**src/rtl/fifo.sv**
```systemverilog
// Single-clock synchronous FIFO: circular buffer with registered read data and flags.
// Optional occupancy output enabled by defining FIFO_COUNT_EN.
`timescale 1ns/1ps
module fifo #(
   parameter int unsigned DATA_WIDTH = 32,
   parameter int unsigned DEPTH      = 16
) (
   input  logic                  clk,
   input  logic                  reset,
   input  logic                  wr_en,
   input  logic [DATA_WIDTH-1:0] wr_data,
   input  logic                  rd_en,
   output logic [DATA_WIDTH-1:0] rd_data,
   output logic                  full,
   output logic                  empty
`ifdef FIFO_COUNT_EN
   ,output logic [$clog2(DEPTH):0] count
`endif
);

   localparam int unsigned ADDR_W = $clog2(DEPTH);
   localparam int unsigned CNT_W  = ADDR_W + 1;

   logic [DATA_WIDTH-1:0] mem [DEPTH];

   logic [ADDR_W-1:0]     wr_ptr_q, wr_ptr_d;
   logic [ADDR_W-1:0]     rd_ptr_q, rd_ptr_d;
   logic [CNT_W-1:0]      occ_q, occ_d;
   logic                  full_q, full_d;
   logic                  empty_q, empty_d;
   logic [DATA_WIDTH-1:0] rd_data_q, rd_data_d;
   logic                  wr_ok, rd_ok;

   // Acceptance is judged on the registered flags, so enables never reach the flags combinationally.
   always_comb begin
      wr_ok     = wr_en && !full_q;
      rd_ok     = rd_en && !empty_q;
      wr_ptr_d  = wr_ptr_q;
      rd_ptr_d  = rd_ptr_q;
      occ_d     = occ_q;
      rd_data_d = rd_data_q;

      if (wr_ok) begin
         wr_ptr_d = wr_ptr_q + ADDR_W'(1);
      end
      if (rd_ok) begin
         rd_ptr_d  = rd_ptr_q + ADDR_W'(1);
         rd_data_d = mem[rd_ptr_q];
      end

      unique case ({wr_ok, rd_ok})
         2'b10:   occ_d = occ_q + CNT_W'(1);
         2'b01:   occ_d = occ_q - CNT_W'(1);
         default: occ_d = occ_q;
      endcase

      full_d  = (occ_d == CNT_W'(DEPTH));
      empty_d = (occ_d == '0);
   end

   always_ff @(posedge clk or posedge reset) begin
      if (reset) begin
         wr_ptr_q  <= '0;
         rd_ptr_q  <= '0;
         occ_q     <= '0;
         full_q    <= 1'b0;
         empty_q   <= 1'b1;
         rd_data_q <= '0;
      end else begin
         wr_ptr_q  <= wr_ptr_d;
         rd_ptr_q  <= rd_ptr_d;
         occ_q     <= occ_d;
         full_q    <= full_d;
         empty_q   <= empty_d;
         rd_data_q <= rd_data_d;
      end
   end

   // Storage is deliberately not reset; the pointers alone define which entries are valid.
   always_ff @(posedge clk) begin
      if (wr_ok) begin
         mem[wr_ptr_q] <= wr_data;
      end
   end

   assign rd_data = rd_data_q;
   assign full    = full_q;
   assign empty   = empty_q;
`ifdef FIFO_COUNT_EN
   assign count   = occ_q;
`endif

endmodule

```
**config.mk**
```make
export PLATFORM = sky130hd
export DESIGN_NAME = fifo
export DESIGN_NICKNAME = d
export VERILOG_FILES = /design/src/rtl/fifo.sv
export SDC_FILE = /design/constraint.sdc
export NUM_CORES = 1
export LEC_CHECK = 0
export BUFFER_PORTS_ARGS = -buffer_cell sky130_fd_sc_hd__buf_4
export CELL_PAD_IN_SITES_DETAIL_PLACEMENT = 1
export CELL_PAD_IN_SITES_GLOBAL_PLACEMENT = 2
export CORE_ASPECT_RATIO = 0.75
export CORE_MARGIN = 8
export CORE_UTILIZATION = 40
export DETAILED_ROUTE_END_ITERATION = 8
export PLACE_DENSITY_LB_ADDON = 0.1
export SYNTH_ARGS = -nofsm -noshare
export SYNTH_HDL_FRONTEND = slang
export SYNTH_SLANG_ARGS = --single-unit
```
**constraint.sdc**
```tcl
create_clock -name clk -period 11.2 [get_ports clk]
set_input_delay 1.12 -clock clk [delete_from_list [all_inputs] [get_ports clk]]
set_output_delay 1.12 -clock clk [all_outputs]
set_load 0.01 [all_outputs]
```
# Word level (Yosys, flattened, before mapping)
# Memory sizes are Yosys's and may differ from the RTL's. A register that Yosys moved wholly into a read port is not among the register bits.
# Cells that the tools add are included.
# word_totals
reg_bits	15
ramBits	512
input_bits	36
out_inout_bits	34
word_cells	21
n_memories	1
# op_classes
n_addsub	4
n_eq_ne	3
mux	3
reduce_logical	5
# mem_list
name	words	width	read_ports	rd_clocked_by_memory_dff	wr	line	source
mem	16	32	1	1	1	24	logic [DATA_WIDTH-1:0] mem [DEPTH];
# ops
cell	n
5-bit case mux with 2 select lines	1
4-bit by 1-bit adder with 4-bit output (second input constant)	2
5-bit by 1-bit adder with 5-bit output (second input constant)	1
5-bit equality test (second input constant)	1
5-bit logical NOT	1
5-bit by 1-bit subtractor with 5-bit output (second input constant)	1
2-bit by 1-bit equality test with 1-bit output (second input constant)	1
2-bit equality test (second input constant)	1
1-bit logical AND	2
1-bit logical NOT	2
1-bit two-way mux	2

# Logic depth before layout (Yosys ltp)
# Gate-level depths: netlist of the first run.
# logic_depth
word_depth	5
ltp_mapped	11
depth_no_buf	11

# Worst setup path after synthesis of the first run
# No wires, ideal clock.
# synth_timing
path_type	input -> register
from	input port wr_en
to	memory mem[3][0], enable pin
setup_ns	0.461
arrival_time_ns	3.839
required_ns	10.739
slack_ns	6.900
stages	4
n_path_buf	1
cell_sequence	nor2b_2 -> buf_2 -> nand2_1 -> nor3_1
# synth_between
elab_chain_len	3
# synth_lines
item	line	source
start: declaration	10	input logic wr_en,
1-bit logical AND	36	wr_ok = wr_en && !full_q;
1-bit two-way mux	81	if (wr_ok) begin
1-bit two-way mux (not written as such)	82	mem[wr_ptr_q] <= wr_data;
end: declaration	24	
# No other way between the ends.

==> run summary, run 1 <==
Status: finished clean
Area grow syn2layout: 14.6%
Sequential fraction of the synthesis area: 0.759
Post-Syn Nets: 1167
Number of DRC markers in iteration 0: 834
Routed length per instance: 26.5 um
Antenna diode count: 0
DP HPWL: 25300 um
HP Class: reg2reg
Synth Register Bits: 559
Die Ht: 218 um
Hold Path Sink: rd_data[3]
Vias in the first global route: 11300
Critical Path Source Type: register
Share of post-route cells with drive strength above 1: 0.220
RSZ-0062 raised after global routing: no
Hold Path Depth: 2
Worst Hold Launch: rd_data[3]
H-tree Lvls: 2
CTS Buffer Depth: 3
Top Ports: 70
Final Max Tran Viols: 0
TNS Setup: 0 ps
R2R Path End: rd_data[7]
Worst Max-Slew Pin Slew: 961 ps
Row cnt: 74
Element type at the critical path end: register
Top cell type by total area after synthesis: edfxtp_1
R2r setup slk: 7690 ps
Total die area: 0.0623 mm2
Setup Crit Path Kind: reg2reg
DRT Pass-1 Iters: 5
Worst-path clk slew: 60 ps
Die Wd: 286 um
Max-Cap Viols: 0
Port bufs: 69
Sink Count: 559
Largest net degree at the start of global routing: 109
Detailed Route WL: 52600 um
Vias: 10700
Max VDD drop: 0.194 mV
Via-to-Cell Ratio: 5.40
Final ANT Viol Nets: 0
First-pass GRT wire length: 78200 um
Cts-stage hold buffer count: 0
Grt ovf: 0
Worst setup margin: 7690 ps
WP data arrival: 3950 ps
PwrDens: 258 mW/mm2
Final Cycle Share: 0.313
Worst-path fanout max: 43
Final worst path period need: 3510 ps
Max Freq: 285 MHz
CTS tree: yes
Relative slew slack: 0.359
Worst R2R Start: rd_ptr_q[0]
CTS buffer count: 56
Pre-CTS WS: 7370 ps
DRC: 0
Hold Violations, Final: 0
Nets: 1256
YS warnings: 0
Leak: 8.31 nW
CP required: 11640 ps
Library cells used by synthesis: 42
Area share of the largest cell type after synthesis: 0.705
Syn Inst Count: 1124
Syn Std Cell Area: 0.0218 mm2
Core Region: 0.0542 mm2
Setup Skew: 19.5 ps
PostCTS Resize Cnt: 0
FF-to-FF path depth: 7
Clock latency on the worst-skew pair: 600 ps
Mapped Avg Cell Area: 19.4 um2
Synth top area cells: edfxtp_1, mux4_2, dfrtp_1
Starting Density: 0.402
Routability cong.: 0.712
Final setup vio count: 0
Initial antenna violation count: 1
Gr usage total: 0.169
Setup Fix Bufs, Post-CTS: 0
Root Buffer: clkbuf_16
## placed cells by master (no fill, tap or decap), drive strengths merged
cell type / instances
a311oi: 1
nand2b: 3
mux2i: 96
clkinvlp: 2
nor4b: 1
mux4: 96
ha: 7
buf: 95
inv: 10
a31oi: 33
and3: 1
nor2: 111
and2: 1
o2111ai: 1
dfrtp: 46
a21oi: 67
nand2: 44
edfxtp: 512
clkinv: 17
nand4: 2
o21ai: 1
bufinv: 6
nor3: 4
a2111oi: 2
xnor2: 12
nor3b: 2
dfstp: 1
o22ai: 2
a221oi: 1
mux2: 1
clkbuf: 79
or2: 1
nor2b: 2
o311ai: 1
## layout make-up
type / count / area, um2
Inverter: 8 / 30.0
Timing Repair Buffer: 95 / 726
Multi-Input combinational cell: 493 / 4910
Clock inverter: 27 / 295
Fill cell: 5026 / 29200
Clock buffer: 79 / 1550
Tap cell: 722 / 903
Sequential cell: 559 / 16600
## power breakdown
group          internal, mW  switching, mW  leakage (nW)  total (mW)
sequential             2.57          0.193          5.16        2.76
clock                  1.10          0.796         0.902        1.90
combinational         0.759           1.02          2.25        1.77
## kinds of logic after synthesis
group / share of synthesized area
AO/OA/AOI/OAI: 0.0293
XOR/XNOR: 0.00482
adder cells (fa/ha/maj): 0.00402
buffers and inverters: 0.0209
flip-flops: 0.759
multiplexers: 0.149
AND/OR/NAND/NOR: 0.0324
## per-stage QoR
stage,power (mW),area (um2),instances,hold slack (ps),util
4_1_cts,6.55,25000,1983,539,0.461
5_1_grt,6.77,25000,1983,559,0.461
3_5_place_dp,4.64,23100,1877,526,0.427
2_1_floorplan,4.03,21800,1124,509,-
3_3_place_gp,4.62,23100,1877,513,0.427
6_report,6.44,25000,1983,533,0.461
## worst max-delay path by stage
stage | start | to | slack [ps] | depth (start not counted)
finish | rd_ptr_q[0] | rd_data[7] | 7690 | 7
CTS | rd_ptr_q[0] | rd_data[7] | 7630 | 7
detailed placement | rd_en | empty | 7370 | 11
global placement | rd_en | empty | 7470 | 11
global route | rd_ptr_q[0] | rd_data[13] | 7450 | 7
floorplan | wr_en | mem[3][0] | 6900 | 4
## flip-flops by register name, indices dropped and copies added, names as in the netlist
name / cells
mem: 512
full: 1
rd_ptr_q: 4
wr_ptr_q: 4
rd_data: 32
occ_q: 5
empty: 1
## synthesized netlist by cell type (all sizes together)
library cell  number
mux4              96
a221oi             1
nor3b              2
xnor2             12
nand2             44
a2111oi            2
nor4b              1
o22ai              2
o2111ai            1
nor3               4
nand2b             3
inv                8
nand4              2
or2                1
o21ai              1
dfrtp             46
mux2               1
and3               1
and2               1
a311oi             1
nor2b              2
dfstp              1
a31oi             33
edfxtp           512
mux2i             96
nor2             111
o311ai             1
a21oi             67
buf               40
clkbuf            24
ha                 7
## critical path, stage by stage, from the launching register on
cell,delay (ps)
dfrtp_4,650
buf_4,640
buf_4,740
mux4_1,660
mux2i_1,170
nor2_1,60
a31oi_1,180
a21oi_1,80
## routing by layer
layer	routed length (um)	GRT usage
met1	25600	0.252
met2	24200	0.265
met3	2010	0.0259
met4	738	0.0362
met5	11	0
Note: power is estimated with default switching activity, not from simulation.
==> run 2, diff against run 1 <==
--- a/config.mk
+++ b/config.mk
@@ -5,6 +5,7 @@
 export SDC_FILE = /design/constraint.sdc
 export NUM_CORES = 1
 export LEC_CHECK = 0
+export ABC_AREA = 1
 export BUFFER_PORTS_ARGS = -buffer_cell sky130_fd_sc_hd__buf_4
 export CELL_PAD_IN_SITES_DETAIL_PLACEMENT = 1
 export CELL_PAD_IN_SITES_GLOBAL_PLACEMENT = 2
==> constraint.sdc (replaced) <==
create_clock -name clk -period 2.9 [get_ports clk]
set_input_delay 0.29 -clock clk [delete_from_list [all_inputs] [get_ports clk]]
set_output_delay 0.29 -clock clk [all_outputs]
set_load 0.01 [all_outputs]
==> run 2 against run 1 <==
Against the previous run:
- sequential share of layout area is 1.9 points lower
- synthesized cell count rose by 46%
- sequential power grew to 3.8 times the previous value
- clock power rose to 4.0 times the previous value
- combinational power grew to 4.9 times the previous value
- register-to-register slack got worse by 7100 ps
- clock-buffer cell count rose by 6
- synthesized area rose by 0.56%
- critical endpoint is now rd_data[28]
- largest cell class unchanged
- largest power group unchanged
==> run summary, run 2 <==
R2r setup slk: 630 ps
Syn Inst Count: 1636
Max-Cap Viols: 0
Status: finished clean
Vias in the first global route: 14000
Met2 GRT Util: 0.300
Element type at the critical path end: register
Final setup vio count: 0
RSZ-0062 raised after global routing: no
DP HPWL: 35700 um
CTS buffer count: 57
Setup Skew: 18.9 ps
Commonest cells post-synth: edfxtp_1, nor2_1, nand2_1
Row cnt: 74
Detailed Route WL: 62900 um
Top cell type by total area after synthesis: edfxtp_1
Synth top area cells: edfxtp_1, dfrtp_1, nor2_1
Filler cells: 5422
Final ANT Viol Nets: 0
Sequential share of power: 0.390
Sequential fraction of the synthesis area: 0.755
Synth Register Bits: 559
DRC: 0
TNS Setup: 0 ps
WP data arrival: 2740 ps
CTS tree: yes
Clock latency on the worst-skew pair: 610 ps
Hold Violations, Final: 0
Final worst path period need: 2270 ps
Post-synth top flop: edfxtp_1
Die Wd: 286 um
Antenna diode count: 0
Area grow syn2layout: 17.3%
FFs w/ async S/R, synth: 0.0841
DRT Pass-1 Iters: 5
Top Ports: 70
GR Util met3: 0.0291
Relative slew slack: 0.529
Post-layout utilization of the core: 0.473
Top reg by flops: mem
CP required: 3370 ps
Vias: 13600
CTS Buffer Depth: 3
Max VDD drop: 0.656 mV
H-tree Lvls: 2
First-pass GRT wire length: 94300 um
Commonest cells after routing, fill and taps aside: edfxtp_1, nand2_1, nor2_1
Clock power frac: 0.286
Gr usage total: 0.199
YS warnings: 0
Total die area: 0.0626 mm2
Largest net degree at the start of global routing: 65
Final Total Pwr: 26.7 mW
Port bufs: 69
Die Ht: 219 um
Worst-path clk slew: 60 ps
Share of post-route cells with drive strength above 1: 0.134
P_sw: 9.58 mW
Pre-CTS WS: 669 ps
Max Freq: 440 MHz
Mapped Avg Cell Area: 13.4 um2
Core Region: 0.0543 mm2
Register area: 0.0166 mm2
Number of DRC markers in iteration 0: 990
PostCTS Resize Cnt: 0
P_int: 17.2 mW
Nets: 1776
Sw Ratio: 0.358
Area share of the largest cell type after synthesis: 0.701
Most common cell after layout, fill and taps aside: edfxtp_1
PwrDens: 1040 mW/mm2
Syn Std Cell Area: 0.0219 mm2
Routability cong.: 0.751
Sink Count: 559
GR Util met1: 0.302
Worst setup margin: 629 ps
Library cells used by synthesis: 30
Final Cycle Share: 0.783
Worst-path fanout max: 33
Post-synth EDFFs: 512
Worst Max-Slew Pin Slew: 707 ps
Leak: 8.88 nW
Starting Density: 0.403
Grt ovf: 0
Max FFs per register: 512
Routed length per instance: 25.1 um
Multi-input gate area: 0.00485 mm2
Setup Crit Path Kind: reg2reg
Most frequent cell after synthesis: edfxtp_1
Via-to-Cell Ratio: 5.43
Most crowded layer after global routing: met1
Post-Syn Nets: 1679
Initial antenna violation count: 0
Critical Path Source Type: register
Comb power frac: 0.325
Final Max Tran Viols: 0
HP Class: in2reg
Root Buffer: clkbuf_16
-- run 2: changes by cell type in the layout (fill, tap and decap cells not counted), sizes merged, moves of 26 or more --
cell / before / now
o21ai: 1 / 232
nand2: 44 / 217
nor2: 111 / 233
mux4: 96 / 0
mux2i: 96 / 38
o22ai: 2 / 45
o211ai: 0 / 37
buf: 95 / 124
o221ai: 0 / 26
-- run 2: per-stage QoR --
step           hold WS, ps  instances  area (um2)
2_1_floorplan          389       1636       21900
5_1_grt               13.0       2504       25700
3_5_place_dp           402       2378       23600
3_3_place_gp           396       2378       23600
6_report              18.2       2504       25700
4_1_cts               1.06       2504       25700
-- run 2: area by class of cell --
cell class | count | share of cell area
Sequential cell | 559 | 0.644
Multi-Input combinational cell | 947 | 0.189
Clock buffer | 85 | 0.0639
Timing Repair Buffer | 142 | 0.0529
Tap cell | 722 | 0.0351
Clock inverter | 23 | 0.0114
Inverter | 26 | 0.00404
-- run 2: path summary, 6_finish.rpt --
kind	cells past startpoint	to	start
max	8	rd_data[28]	rd_ptr_q[0]
min	1	mem[15][17]	wr_data[17]
max reg2reg	8	rd_data[28]	rd_ptr_q[0]
min reg2reg	2	rd_data[15]	rd_data[15]
max in group asynchronous	4	rd_ptr_q[0]	reset
min in group asynchronous	3	rd_data[31]	reset
-- run 2: kinds of logic after synthesis --
family | after synthesis | share of synthesized area
XOR/XNOR | 7 | 0.00280
flip-flops | 559 | 0.755
AND/OR/NAND/NOR | 478 | 0.0841
buffers and inverters | 130 | 0.0296
multiplexers | 38 | 0.0174
AO/OA/AOI/OAI | 417 | 0.107
adder cells (fa/ha/maj) | 7 | 0.00400
-- run 2: timing repair --
action                                 CTS  global route
hold buffers                            18             0
endpoints found under the hold margin  237             0
setup buffers                            0             0
-- run 2: critical path: stages, from the launching register on --
cell	delay [ps]
dfrtp_4	640
inv_6	220
buf_4	300
nand2_1	90
nand2_1	50
a21oi_1	110
o21ai_0	170
a21oi_1	400
o21ai_1	130
-- run 2: power groups by stage --
| stage | registers, mW | logic, mW | clock network (mW) |
|---|---|---|---|
| after CTS | 10.4 | 8.81 | 7.80 |
| after global routing | 10.5 | 9.57 | 8.10 |
| after global placement | 10.6 | 8.62 | 0 |
| final | 10.4 | 8.67 | 7.64 |
| after detailed placement | 10.6 | 8.76 | 0 |
| after floorplan | 10.5 | 5.23 | 0 |
-- run 2: routing by layer --
layer | routed length [um] | part of all wire
met5 | 0 | 0
met2 | 27500 | 0.44
met3 | 2610 | 0.041
met4 | 1260 | 0.020
met1 | 31500 | 0.50
